<file path="src/rtl/adc_spi_responder.sv">
// Responder model of the 8-channel 12-bit SPI ADC, oversampled on clk_50.
// Returns {4'b0, ch_data[addr]} MSB-first and captures the next address.
module adc_spi_responder #(
   parameter int SYNC_STAGES = 2,
   parameter int CNT_W       = 16
) (
   input  logic             clk_50,
   input  logic             rst,
   input  logic             cs_n,
   input  logic             adc_clk,
   input  logic             adc_din,
   input  logic [95:0]      ch_data,
   output logic             adc_dout,
   output logic             active,
   output logic             frame_done,
   output logic [2:0]       last_addr,
   output logic [CNT_W-1:0] frame_count
);

   typedef enum logic {IDLE, SHIFT} state_t;

   state_t state_q, state_d;

   logic [SYNC_STAGES-1:0] cs_sync_q, cs_sync_d;
   logic [SYNC_STAGES-1:0] sclk_sync_q, sclk_sync_d;
   logic [SYNC_STAGES-1:0] din_sync_q, din_sync_d;
   logic                   cs_dly_q, sclk_dly_q;

   logic cs_s, sclk_s, din_s;
   logic cs_fall, cs_rise, sclk_rise, sclk_fall;

   logic [15:0]      shift_q, shift_d;
   logic [3:0]       bit_cnt_q, bit_cnt_d;
   logic [12:0]      din_sr_q, din_sr_d;
   logic [2:0]       cur_addr_q, cur_addr_d;
   logic [2:0]       last_addr_q, last_addr_d;
   logic             adc_dout_q, adc_dout_d;
   logic             active_q, active_d;
   logic             done_q, done_d;
   logic [CNT_W-1:0] cnt_q, cnt_d;

   logic [2:0]  new_addr;
   logic [11:0] cur_data, new_data;

   assign cs_sync_d   = {cs_sync_q[SYNC_STAGES-2:0], cs_n};
   assign sclk_sync_d = {sclk_sync_q[SYNC_STAGES-2:0], adc_clk};
   assign din_sync_d  = {din_sync_q[SYNC_STAGES-2:0], adc_din};

   assign cs_s   = cs_sync_q[SYNC_STAGES-1];
   assign sclk_s = sclk_sync_q[SYNC_STAGES-1];
   assign din_s  = din_sync_q[SYNC_STAGES-1];

   assign cs_fall   = cs_dly_q & ~cs_s;
   assign cs_rise   = ~cs_dly_q & cs_s;
   assign sclk_rise = ~sclk_dly_q & sclk_s;
   assign sclk_fall = sclk_dly_q & ~sclk_s;

   // din_sr[j] holds frame bit j+1 when the 16th rising edge arrives
   assign new_addr = din_sr_q[12:10];
   assign cur_data = ch_data[12*int'(cur_addr_q) +: 12];
   assign new_data = ch_data[12*int'(new_addr) +: 12];

   always_ff @(posedge clk_50) begin
      if (rst) begin
         cs_sync_q   <= '1;
         sclk_sync_q <= '1;
         din_sync_q  <= '0;
         cs_dly_q    <= 1'b1;
         sclk_dly_q  <= 1'b1;
      end else begin
         cs_sync_q   <= cs_sync_d;
         sclk_sync_q <= sclk_sync_d;
         din_sync_q  <= din_sync_d;
         cs_dly_q    <= cs_s;
         sclk_dly_q  <= sclk_s;
      end
   end

   always_ff @(posedge clk_50) begin
      if (rst) state_q <= IDLE;
      else     state_q <= state_d;
   end

   always_comb begin
      state_d = state_q;
      unique case (state_q)
         IDLE:  if (cs_fall) state_d = SHIFT;
         SHIFT: if (cs_rise) state_d = IDLE;
      endcase
   end

   always_comb begin
      shift_d     = shift_q;
      bit_cnt_d   = bit_cnt_q;
      din_sr_d    = din_sr_q;
      cur_addr_d  = cur_addr_q;
      last_addr_d = last_addr_q;
      adc_dout_d  = adc_dout_q;
      active_d    = active_q;
      done_d      = 1'b0;
      cnt_d       = cnt_q;
      unique case (state_q)
         IDLE: begin
            adc_dout_d = 1'b0;
            active_d   = 1'b0;
            if (cs_fall) begin
               shift_d   = {4'h0, cur_data};
               bit_cnt_d = 4'd0;
               din_sr_d  = '0;
               active_d  = 1'b1;
            end
         end
         SHIFT: begin
            // chip-select release wins over a coincident sclk edge
            if (cs_rise) begin
               adc_dout_d = 1'b0;
               active_d   = 1'b0;
            end else if (sclk_rise) begin
               din_sr_d = {din_sr_q[11:0], din_s};
               if (bit_cnt_q == 4'd15) begin
                  cur_addr_d  = new_addr;
                  last_addr_d = new_addr;
                  done_d      = 1'b1;
                  cnt_d       = cnt_q + CNT_W'(1);
                  bit_cnt_d   = 4'd0;
                  shift_d     = {4'h0, new_data};
               end else begin
                  bit_cnt_d = bit_cnt_q + 4'd1;
               end
            end else if (sclk_fall) begin
               if (bit_cnt_q == 4'd0) begin
                  adc_dout_d = shift_q[15];
               end else begin
                  shift_d    = {shift_q[14:0], 1'b0};
                  adc_dout_d = shift_q[14];
               end
            end
         end
      endcase
   end

   always_ff @(posedge clk_50) begin
      if (rst) begin
         shift_q     <= '0;
         bit_cnt_q   <= '0;
         din_sr_q    <= '0;
         cur_addr_q  <= '0;
         last_addr_q <= '0;
         adc_dout_q  <= 1'b0;
         active_q    <= 1'b0;
         done_q      <= 1'b0;
         cnt_q       <= '0;
      end else begin
         shift_q     <= shift_d;
         bit_cnt_q   <= bit_cnt_d;
         din_sr_q    <= din_sr_d;
         cur_addr_q  <= cur_addr_d;
         last_addr_q <= last_addr_d;
         adc_dout_q  <= adc_dout_d;
         active_q    <= active_d;
         done_q      <= done_d;
         cnt_q       <= cnt_d;
      end
   end

   assign adc_dout    = adc_dout_q;
   assign active      = active_q;
   assign frame_done  = done_q;
   assign last_addr   = last_addr_q;
   assign frame_count = cnt_q;

endmodule

</file>
<file path="config.mk">
export PLATFORM = sky130hd
export DESIGN_NAME = adc_spi_responder
export DESIGN_NICKNAME = d
export VERILOG_FILES = /design/src/rtl/adc_spi_responder.sv
export SDC_FILE = /design/constraint.sdc
export NUM_CORES = 1
export LEC_CHECK = 0
export BUFFER_PORTS_ARGS = -buffer_cell sky130_fd_sc_hd__buf_2
export CAP_MARGIN = 5
export CELL_PAD_IN_SITES_DETAIL_PLACEMENT = 0
export CELL_PAD_IN_SITES_GLOBAL_PLACEMENT = 1
export CORE_UTILIZATION = 40
export CTS_CLUSTER_SIZE = 8
export DETAILED_ROUTE_END_ITERATION = 6
export PLACE_DENSITY_LB_ADDON = 0.15
export SYNTH_ARGS = -nofsm -noshare
export SYNTH_HDL_FRONTEND = slang
export SYNTH_SLANG_ARGS = --single-unit
export TNS_END_PERCENT = 20
</file>
<file path="constraint.sdc">
create_clock -name clk_50 -period 3.9 [get_ports clk_50]
set_input_delay 0.195 -clock clk_50 [delete_from_list [all_inputs] [get_ports clk_50]]
set_output_delay 0.195 -clock clk_50 [all_outputs]
set_load 0.02 [all_outputs]
</file>
== Word level (Yosys, flattened, before mapping) ==
Index checks and enable logic that the tools add are counted.

* $mul: 2
* Bitwise gates (word level): 11
* Reductions and logical operators: 6
* Shift-type cells: 2
* Add/sub/neg operators: 2
* Equality and inequality tests: 10
* Multiplexer cells: 27

{| class="wikitable"
|+ Operators with widths
! kind !! count
|-
| variable part select 96 x 8 -> 12 bit || 2
|-
| two-way mux 16 bit || 6
|-
| two-way mux 13 bit || 3
|-
| case mux 16 bit (2 select lines) || 1
|-
| case mux 13 bit (2 select lines) || 1
|-
| adder 16 x 1 -> 16 bit, second input constant || 1
|-
| two-way mux 4 bit || 4
|-
| multiplier 2 x 3 -> 5 bit, first input constant || 2
|-
| two-way mux 1 bit || 8
|-
| case mux 4 bit (2 select lines) || 1
|-
| inverter 1 bit || 7
|-
| != test 3 x 1 -> 1 bit, second input constant || 2
|-
| != test 3 bit, second input constant || 2
|-
| case mux 1 bit (2 select lines) || 3
|-
| AND reduction 5 bit || 1
|-
| adder 4 x 1 -> 4 bit, second input constant || 1
|-
| bitwise AND 1 bit || 4
|-
| equality test 4 bit, second input constant || 1
|-
| logical NOT 4 bit || 1
|-
| != test 2 x 1 -> 1 bit, second input constant || 2
|-
| != test 2 bit, second input constant || 2
|-
| AND reduction 4 bit || 1
|-
| OR reduction 4 bit || 1
|-
| != test 3 x 2 -> 1 bit, second input constant || 1
|-
| other kinds (2) || 2
|}

* Output and inout port bits: 22
* Register bits: 64
* Bits of input ports: 101

== Depth between registers and ports, before layout ==
Gate-level depths: netlist of the first run.

* Depth after elaboration: 6
* Mapped depth: 7
* Mapped depth without buffers: 6

== Least setup slack after synthesis of the first run ==
No wires, ideal clock.

* Path type: register to register
* From: register last_addr[1] (netlist name)
* To: register shift_q[10]
* Setup slack: 2.005 ns
* Cell stages (with the launch flop): 7
* Arrival time: 1.753 ns
* Required time: 3.758 ns
* Buffers on the path: 2
* Cells stage by stage: dfxtp_1 buf_2 buf_4 mux4_2 a2bb2oi_1 a22oi_1 a311oi_1

{| class="wikitable"
|+ RTL lines
! item !! RTL line !! source
|-
| end signal, assigned || 154 || <nowiki>shift_q <= shift_d;</nowiki>
|-
| end, declared || 32 || <nowiki>logic [15:0] shift_q, shift_d;</nowiki>
|}

== Worst setup path in the final report of the first run ==
* From: register cs_dly_q
* To: register shift_q[0]

* Longest elaborated chain between the ends: 4
* Elaborated cells between the ends (all ways): 6
* Those cells by class: eq/ne (2); bitwise (3); reduce/logical (1)

{| class="wikitable"
|+ Ends and longest elaborated chain
! item !! RTL line !! source
|-
| start, declared || 27 || <nowiki>logic cs_dly_q, sclk_dly_q;</nowiki>
|-
| start signal, assigned || 74 || <nowiki>cs_dly_q <= cs_s;</nowiki>
|-
| inverter 1 bit || 54 || <nowiki>assign cs_rise = ~cs_dly_q & cs_s;</nowiki>
|-
| bitwise AND 1 bit || 54 ||
|-
| != test 2 bit (no source line) || n/a ||
|-
| AND reduction 5 bit (no source line) (*) || n/a ||
|}

Mark *: on every way between the ends. The rest lies on a longest branch, timed or not.
A chain may end at the register's enable or synchronous reset.

==> results of run 1 <==
==> sequential cells by signal, summed over array words and instances (netlist names) <==
signal       count
frame_count     16
shift_q         16
din_sr_q        13
bit_cnt_q        4
last_addr        3
cs_sync_q        2
din_sync_q       2
sclk_sync_q      2
active           1
adc_dout         1
cs_dly_q         1
frame_done       1
sclk_dly_q       1
state_q          1
==> per-layer routing <==
layer	wire [um]	share of wire	GRT usage
met2	5530	0.49	0.352
met4	133	0.012	0.0664
met3	403	0.036	0.0303
met5	0	0	0
met1	5240	0.46	0.272
==> worst paths after layout <==
check	start	endpoint	slack, ps	cells past startpoint
worst min-delay path	cs_n	cs_sync_q[0]	60	2
worst max-delay path	cs_dly_q	shift_q[0]	1340	4
worst min register to register	cs_sync_q[0]	cs_sync_q[1]	410	1
worst max register to register	cs_dly_q	shift_q[0]	1340	4
==> through the flow <==
step / setup WS (ps) / std cells / power [uW] / instance area [sq um]
6_report: 1340 / 676 / 1510 / 5150
5_1_grt: 1120 / 676 / 1560 / 5150
4_1_cts: 1370 / 676 / 1520 / 5150
3_5_place_dp: 1360 / 660 / 892 / 4930
3_3_place_gp: 1470 / 660 / 888 / 4930
2_1_floorplan: 2010 / 434 / 804 / 4270
==> final cells by class <==
| type | count | area (sq um) | area share |
|---|---|---|---|
| flip-flops and latches | 64 | 1280 | 0.249 |
| clock buffers | 13 | 149 | 0.0289 |
| clock inverters | 3 | 65.1 | 0.0126 |
| repair buffers | 130 | 671 | 0.130 |
| well taps | 136 | 170 | 0.0330 |
| multi-input cells | 323 | 2780 | 0.541 |
| inverters | 7 | 26.3 | 0.00510 |
==> kinds of logic (layout without fill, tap and decap cells) <==
| kind of cell | after synthesis | in the layout |
|---|---|---|
| AOI/OAI and AO/OA | 128 | 128 |
| xor gates and xnor gates | 4 | 4 |
| adders and majority gates | 3 | 3 |
| buffers and inverters | 47 | 153 |
| DFF | 64 | 64 |
| muxes | 78 | 78 |
| and+or+nand+nor | 110 | 110 |
==> Yosys cell counts (2+ instances only) <==
library cell   n
mux4_2        36
mux2_2        13
mux2i_1       29
a21oi_1       53
nor4_1         4
o21ai_0       24
a311oi_1      12
and2_1         2
o31ai_1        8
clkbuf_1      21
buf_2          9
nand3_1        6
or2_2          6
buf_1          4
nand2b_1       4
or3_1          4
inv_1          7
a2bb2oi_1     11
or4_1          7
ha_1           3
or4_4          2
nand2_1       18
nand4_1       24
and3_1         3
dfxtp_1       64
nor2_1        16
a22oi_1       11
nor2b_1        6
buf_4          5
xor2_1         3
==> power breakdown <==
group	internal, uW	switching, uW
combinational	101	98.4
sequential	669	9.46
clock	377	249
==> metrics.yaml, run 1 <==
outcome: "finished clean"
ir_worst_vdd_mv: 0.149
root_buffer: "clkbuf_8"
n_antenna_cell: 0
grt_overflow: 0
p_leak_uw: 0.00187
critPathRequiredTime_ps: 4070
cts_setup_buffers: 0
synth_nets: 538
clkSlewWorstSetupHoldPaths_ps: 70
synth_cells: 434
grt_max_degree: 66
drv_cap: 0
synthMuxAreaShare: 0.292
synthDistinctLibCells: 49
vias: 3916
holdWs_ps: 58.0
ant_nets: 0
end_kind: "register"
wire_per_inst_um: 16.7
hold_buffers: 0
crit_slowest_cell: "nor2_1"
hold_path.class: "input pin to register"
layout-drive-gt1-share: 0.383
port_buffers: 122
clock_sinks: 64
worst_pin_slew_ps: 1230
initial_core_util: 0.414
track_usage: 0.208
synth_top_area_frac: 0.300
mostFrequentLayoutCells: "buf_2, dfxtp_1, a21oi_1"
drc_errors: 0
clk_latency_ps: 340
place_congestion: 0.724
fmax_ghz: 0.390
firstDrtPassIters: 4
critPathTopFamily: "simple AND/OR/NAND/NOR gates"
viasPerCell: 5.79
ctsHtreeMaxLevel: 3
synth_area_sq_mm: 0.00427
drtIter0Drc: 241
final_common_cell: "buf_2"
die_h_um: 105
synth_flop_cell: "dfxtp_1"
synth_seq_area_share: 0.300
worstPathMaxFanout: 21
synth-edff-count: 0
synth-xor-area-share: 0.00820
synth_warnings: 0
rows: 37
synthAdderAreaFrac: 0.00879
tns_ps: 0
finClkSkew_ps: 9.46
grt_antenna_before_repair: 0
path_class: "register to register"
rsz0062_at_grt: "false"
ys_ff_latch: 64
place.detailed.hpwl_mm: 7.85
drv_slew: 0
cp-start-kind: "register"
die_w_um: 105
n_fill_cell: 988
cts_tree: "done"
floorplan.die_area_sq_mm: 0.0111
cp_cell_sequence: "nand2b_1, o221ai_1, nor2_1, a311oi_1"
async_reset_ff_frac: 0
synthSimpleGateAreaFrac: 0.151
critPathBufInv: 0
finalSetupViolations: 0
timing_hold_violations_final: 0
grt_pass1_wl_mm: 18.6
io_pins: 123
synth_compound_area_frac: 0.192
fin_nets: 639
core-area_sq_mm: 0.0103
cts_resized: 0
period_minus_slack_ps: 2560
routed_wl_mm: 11.3
avgSynthCellArea_sq_um: 9.84
area_delta_synth_final_pct: 20.6
slew_headroom: 0.182
yosysTopAreaCell: "dfxtp_1"
fin_crit_sh: 0.657
clockBufferDepth: 2
cp.arrival_ps: 2730
grt_pass1_vias: 3828
numCtsBuffers: 9
synth_top_family_by_area: "multiplexers"
final_util: 0.499
slowest_delay_ps: 760
p_per_area_mw_per_mm2: 292
synthTopCellsByArea: "dfxtp_1, mux4_2, mux2i_1"
Power figures use the tool's default switching activity.
==> run 2, diff against run 1 <==
Settings changed: CORE_UTILIZATION 40 to 36.
Clock period 3.9 ns to 2.1 ns, I/O delays scaled along.
==> metrics.yaml, run 2 (same netlist as run 1, synthesis figures left out) <==
n_antenna_cell: 0  # unchanged
timing_hold_violations_final: 0  # unchanged
outcome: "finished clean"
grt_antenna_before_repair: 0  # unchanged
hold_path.class: "input pin to register"
layout-drive-gt1-share: 0.417  # +0.0336
die_h_um: 111  # +5.3%
ir_worst_vdd_mv: 0.464  # +210%
period_minus_slack_ps: 1930  # -628 ps
cp_cell_sequence: "ha_1, nand3_2, or4_4, or4_1, a21oi_1"
floorplan.die_area_sq_mm: 0.0123  # +11%
clk_latency_ps: 330  # about the same
p_leak_uw: 0.00206  # +10%
cts_setup_buffers: 0  # unchanged
track_usage: 0.199  # -0.00820
routed_wl_mm: 12.1  # +6.7%
worstPathMaxFanout: 4  # -81%
tns_ps: 0  # unchanged
grt_overflow: 0  # unchanged
initial_core_util: 0.372  # -0.0413
finalSetupViolations: 0  # unchanged
met2_usage: 0.340  # -0.0120
ant_nets: 0  # unchanged
final_common_cell: "buf_2"
area_delta_synth_final_pct: 28.8
worst_pin_slew_ps: 651  # -575 ps
io_pins: 123  # unchanged
clock_sinks: 64  # unchanged
port_buffers: 122  # unchanged
place_congestion: 0.797  # +10%
wire_per_inst_um: 17.0  # +1.7%
core-area_sq_mm: 0.0115  # +11%
numCtsBuffers: 9  # unchanged
rows: 39  # +5.4%
root_buffer: "clkbuf_16"
busiest_layer: "met2"
fmax_ghz: 0.517  # +32%
grt_max_degree: 39  # -41%
viasPerCell: 5.71  # -1.4%
use_met1: 0.250  # -0.0219
end_kind: "register"
drc_errors: 0  # unchanged
crit_slowest_cell: "or4_4"
die_w_um: 111  # +5.3%
ctsHtreeMaxLevel: 3  # unchanged
rsz0062_at_grt: "false"
drv_cap: 0  # unchanged
slowest_delay_ps: 510  # -250 ps
vias: 4050  # +3.4%
fin_crit_sh: 0.921  # +0.264
cp.arrival_ps: 2190  # -540 ps
path_class: "register to register"
cp-start-kind: "register"
grtUsageMet3: 0.0377  # +0.00742
p_per_area_mw_per_mm2: 579  # +98%
place.detailed.hpwl_mm: 8.88  # +13%
drtIter0Drc: 262  # +8.7%
clockBufferDepth: 2  # unchanged
firstDrtPassIters: 4  # unchanged
mostFrequentLayoutCells: "buf_2, dfxtp_1, a21oi_1"
grt_pass1_wl_mm: 20.0  # +7.4%
cts_tree: "done"
finClkSkew_ps: 6.15  # -3.30 ps
fin_nets: 666  # +4.2%
slew_headroom: 0.566  # +0.384
grt_pass1_vias: 4133  # +8.0%
holdWs_ps: 302  # +244 ps
drv_slew: 0  # unchanged
critPathRequiredTime_ps: 2360  # -1710 ps
clkSlewWorstSetupHoldPaths_ps: 50  # -20 ps
==> run 2: changes by cell type in the layout (fill, tap and decap cells not counted), sizes merged <==
cell	before	now
buf	130	154
bufinv	2	1
clkbuf	13	12
clkinv	1	2
dlygate4sd3	0	3
==> run 2: where the power goes <==
| group | switching [uW] | total (uW) | internal, uW |
|---|---|---|---|
| logic | 185 | 384 | 199 |
| registers | 20.3 | 1270 | 1250 |
| clock network | 531 | 1540 | 1000 |
==> run 2: worst paths after layout <==
| check | slack, ps | end | startpoint | cells past startpoint |
|---|---|---|---|---|
| setup / recovery | 170 | frame_count[14] | bit_cnt_q[1] | 5 |
| hold / removal | 300 | last_addr[0] | rst | 2 |
| setup reg to reg | 170 | frame_count[14] | bit_cnt_q[1] | 5 |
| hold reg to reg | 400 | sclk_sync_q[1] | sclk_sync_q[0] | 1 |
==> run 2: layout make-up <==
class,count,area (sq um)
Tap cell,143,179
Clock buffer,12,267
Inverter,7,26.3
Multi-Input combinational cell,323,2800
Fill cell,1100,5970
Sequential cell,64,1280
Clock inverter,3,40.0
Timing Repair Buffer,157,906
==> run 2: stage by stage <==
stage | cell area, sq um | power [uW] | setup WS (ps) | utilization | cells
2_1_floorplan | 4270 | 1490 | 205 | - | 434
3_3_place_gp | 5150 | 1660 | 39.0 | 0.449 | 691
3_5_place_dp | 5150 | 1670 | -10.8 | 0.449 | 691
4_1_cts | 5490 | 3210 | 101 | 0.479 | 709
5_1_grt | 5500 | 3290 | 44.5 | 0.480 | 709
6_report | 5500 | 3180 | 166 | 0.480 | 709
==> run 2: worst max-delay path: cells and delay by family (launching register included) <==
kind                       cells  cell delay (ps)
AOI/OAI and AO/OA              1              140
adders and majority gates      1              220
DFF                            1              360
and+or+nand+nor                3             1130
==> run 2: metal layers <==
| metal | part of all wire | vias up |
|---|---|---|
| li1 | - | 1974 |
| met1 | 0.45 | 1948 |
| met2 | 0.49 | 118 |
| met3 | 0.043 | 10 |
| met4 | 0.012 | 0 |
| met5 | 0 | - |
==> run 2: timing repair <==
action / CTS / global route
setup endpoints to repair: 5 / 5
hold buffers: 3 / 0
endpoints found under the hold margin: 3 / 0
gates resized for setup: 1 / 2
==> run 3, diff against run 2 <==
--- a/config.mk
+++ b/config.mk
@@ -15,2 +15,3 @@
 export PLACE_DENSITY_LB_ADDON = 0.15
+export SETUP_SLACK_MARGIN = 0.05
 export SYNTH_ARGS = -nofsm -noshare
==> constraint.sdc (replaced) <==
create_clock -name clk_50 -period 2.1 [get_ports clk_50]
set_input_delay 0.42 -clock clk_50 [delete_from_list [all_inputs] [get_ports clk_50]]
set_output_delay 0.42 -clock clk_50 [all_outputs]
set_load 0.02 [all_outputs]
==> metrics.yaml, run 3 (same netlist as run 1, synthesis figures left out) <==
outcome: "finished clean"
final_common_cell: "buf_2"
vias: 3979  # -1.8%
path_class: "register to register"
clock_sinks: 64  # unchanged
end_kind: "register"
drtIter0Drc: 215  # -18%
ant_nets: 0  # unchanged
holdWs_ps: 290  # -12.2 ps
floorplan.die_area_sq_mm: 0.0123  # unchanged
port_buffers: 122  # unchanged
hold_buffers: 0  # -3
area_delta_synth_final_pct: 27.7
n_fill_cell: 1084  # -1.5%
cts_tree: "done"
routed_wl_mm: 12.0  # -0.29%
finalSetupViolations: 0  # unchanged
worst_pin_slew_ps: 961  # +310 ps
drc_errors: 0  # unchanged
grt_pass1_vias: 4003  # -3.1%
grt_antenna_before_repair: 0  # unchanged
dp.cells: 688  # -0.43%
viasPerCell: 5.66  # -0.91%
rows: 39  # unchanged
cp-start-kind: "register"
grt_overflow: 0  # unchanged
initial_core_util: 0.372  # unchanged
root_buffer: "clkbuf_16"
critPathRequiredTime_ps: 2310  # -50 ps
n_antenna_cell: 0  # unchanged
drv_slew: 0  # unchanged
wire_per_inst_um: 17.1  # +0.56%
cp.arrival_ps: 2160  # -30 ps
worst_slack_ps: 155  # -11.5 ps
place_congestion: 0.839  # +5.2%
stdcell_count: 703  # -0.85%
hold_path.class: "input pin to register"
layout-drive-gt1-share: 0.413  # -0.00446
track_usage: 0.195  # -0.00429
final_util: 0.476  # -0.00393
grt_pass1_wl_mm: 19.5  # -2.3%
timing_hold_violations_final: 0  # unchanged
ctsHtreeMaxLevel: 3  # unchanged
finClkSkew_ps: 6.21  # +0.0532 ps
cts_setup_buffers: 0  # unchanged
fin_nets: 660  # -0.90%
dp_slack_ps: -74.3  # -63.4 ps
io_pins: 123  # unchanged
clkSlewWorstSetupHoldPaths_ps: 50  # about the same
worstPathMaxFanout: 4  # unchanged
slew_headroom: 0.358  # -0.208
fmax_ghz: 0.514  # -0.59%
p_leak_uw: 0.00203  # -1.5%
clk_latency_ps: 330  # about the same
grt_max_degree: 66  # +69%
drv_cap: 0  # unchanged
p_per_area_mw_per_mm2: 583  # +0.73%
firstDrtPassIters: 4  # unchanged
fin_crit_sh: 0.926  # +0.00546
period_minus_slack_ps: 1950  # +11.5 ps
rsz0062_at_grt: "true"
numCtsBuffers: 9  # unchanged
die_h_um: 111  # unchanged
place.detailed.hpwl_mm: 8.59  # -3.3%
clockBufferDepth: 2  # unchanged
core-area_sq_mm: 0.0115  # unchanged
ir_worst_vdd_mv: 0.481  # +3.8%
mostFrequentLayoutCells: "buf_2, dfxtp_1, a21oi_1"
die_w_um: 111  # unchanged
[run 3: cell types whose count changed in the layout (fill, tap and decap cells not counted), sizes merged]
cell         change
clkbuf           +1
buf              -3
dlygate4sd3      -3
clkinv           -2
clkinvlp         +1
[run 3: repair_timing]
item                                    CTS  global route
gates cloned                              0             0
endpoints found under the setup margin   12             7
gates resized for setup                   1             1
[run 3: final cells by class]
class | count | area, sq um | share of cell area
Multi-Input combinational cell | 323 | 2790 | 0.512
Sequential cell | 64 | 1280 | 0.235
Timing Repair Buffer | 151 | 866 | 0.159
Clock buffer | 13 | 270 | 0.0496
Tap cell | 143 | 179 | 0.0328
Clock inverter | 2 | 37.5 | 0.00688
Inverter | 7 | 26.3 | 0.00482
[run 3: worst paths after layout]
kind | slack (ps) | startpoint | cells after the start | to
max reg2reg | 150 | bit_cnt_q[0] | 5 | frame_count[15]
min reg2reg | 410 | cs_sync_q[0] | 1 | cs_sync_q[1]
min | 290 | adc_clk | 2 | sclk_sync_q[0]
max | 150 | bit_cnt_q[0] | 5 | frame_count[15]
[run 3: per-layer routing]
| metal | wire [um] | vias to the layer above | global-route usage | share of wire |
|---|---|---|---|---|
| met4 | 138 | 0 | 0.0587 | 0.011 |
| met5 | 0 | - | 0 | 0 |
| li1 | - | 1963 | - | - |
| met3 | 567 | 11 | 0.0399 | 0.047 |
| met1 | 5450 | 1881 | 0.244 | 0.45 |
| met2 | 5880 | 124 | 0.337 | 0.49 |
[run 3: through the flow]
stage	setup TNS [ps]	power (uW)	cell area (sq um)
detailed placement	-485	1670	5140
global placement	0	1660	5140
CTS	0	3210	5450
floorplan	0	1490	4270
global route	0	3300	5450
finish	0	3180	5450
[run 3: where the power goes]
| part | switching (uW) | internal [uW] |
|---|---|---|
| Clock | 524 | 1010 |
| Combinational | 186 | 197 |
| Sequential | 20.2 | 1250 |
| Total | 730 | 2450 |
[run 3: critical path: stages, from the launching register on]
cell	delay, ps
dfxtp_1	360
ha_1	220
nand3_2	110
or4_4	510
nor4_1	260
mux2_2	360
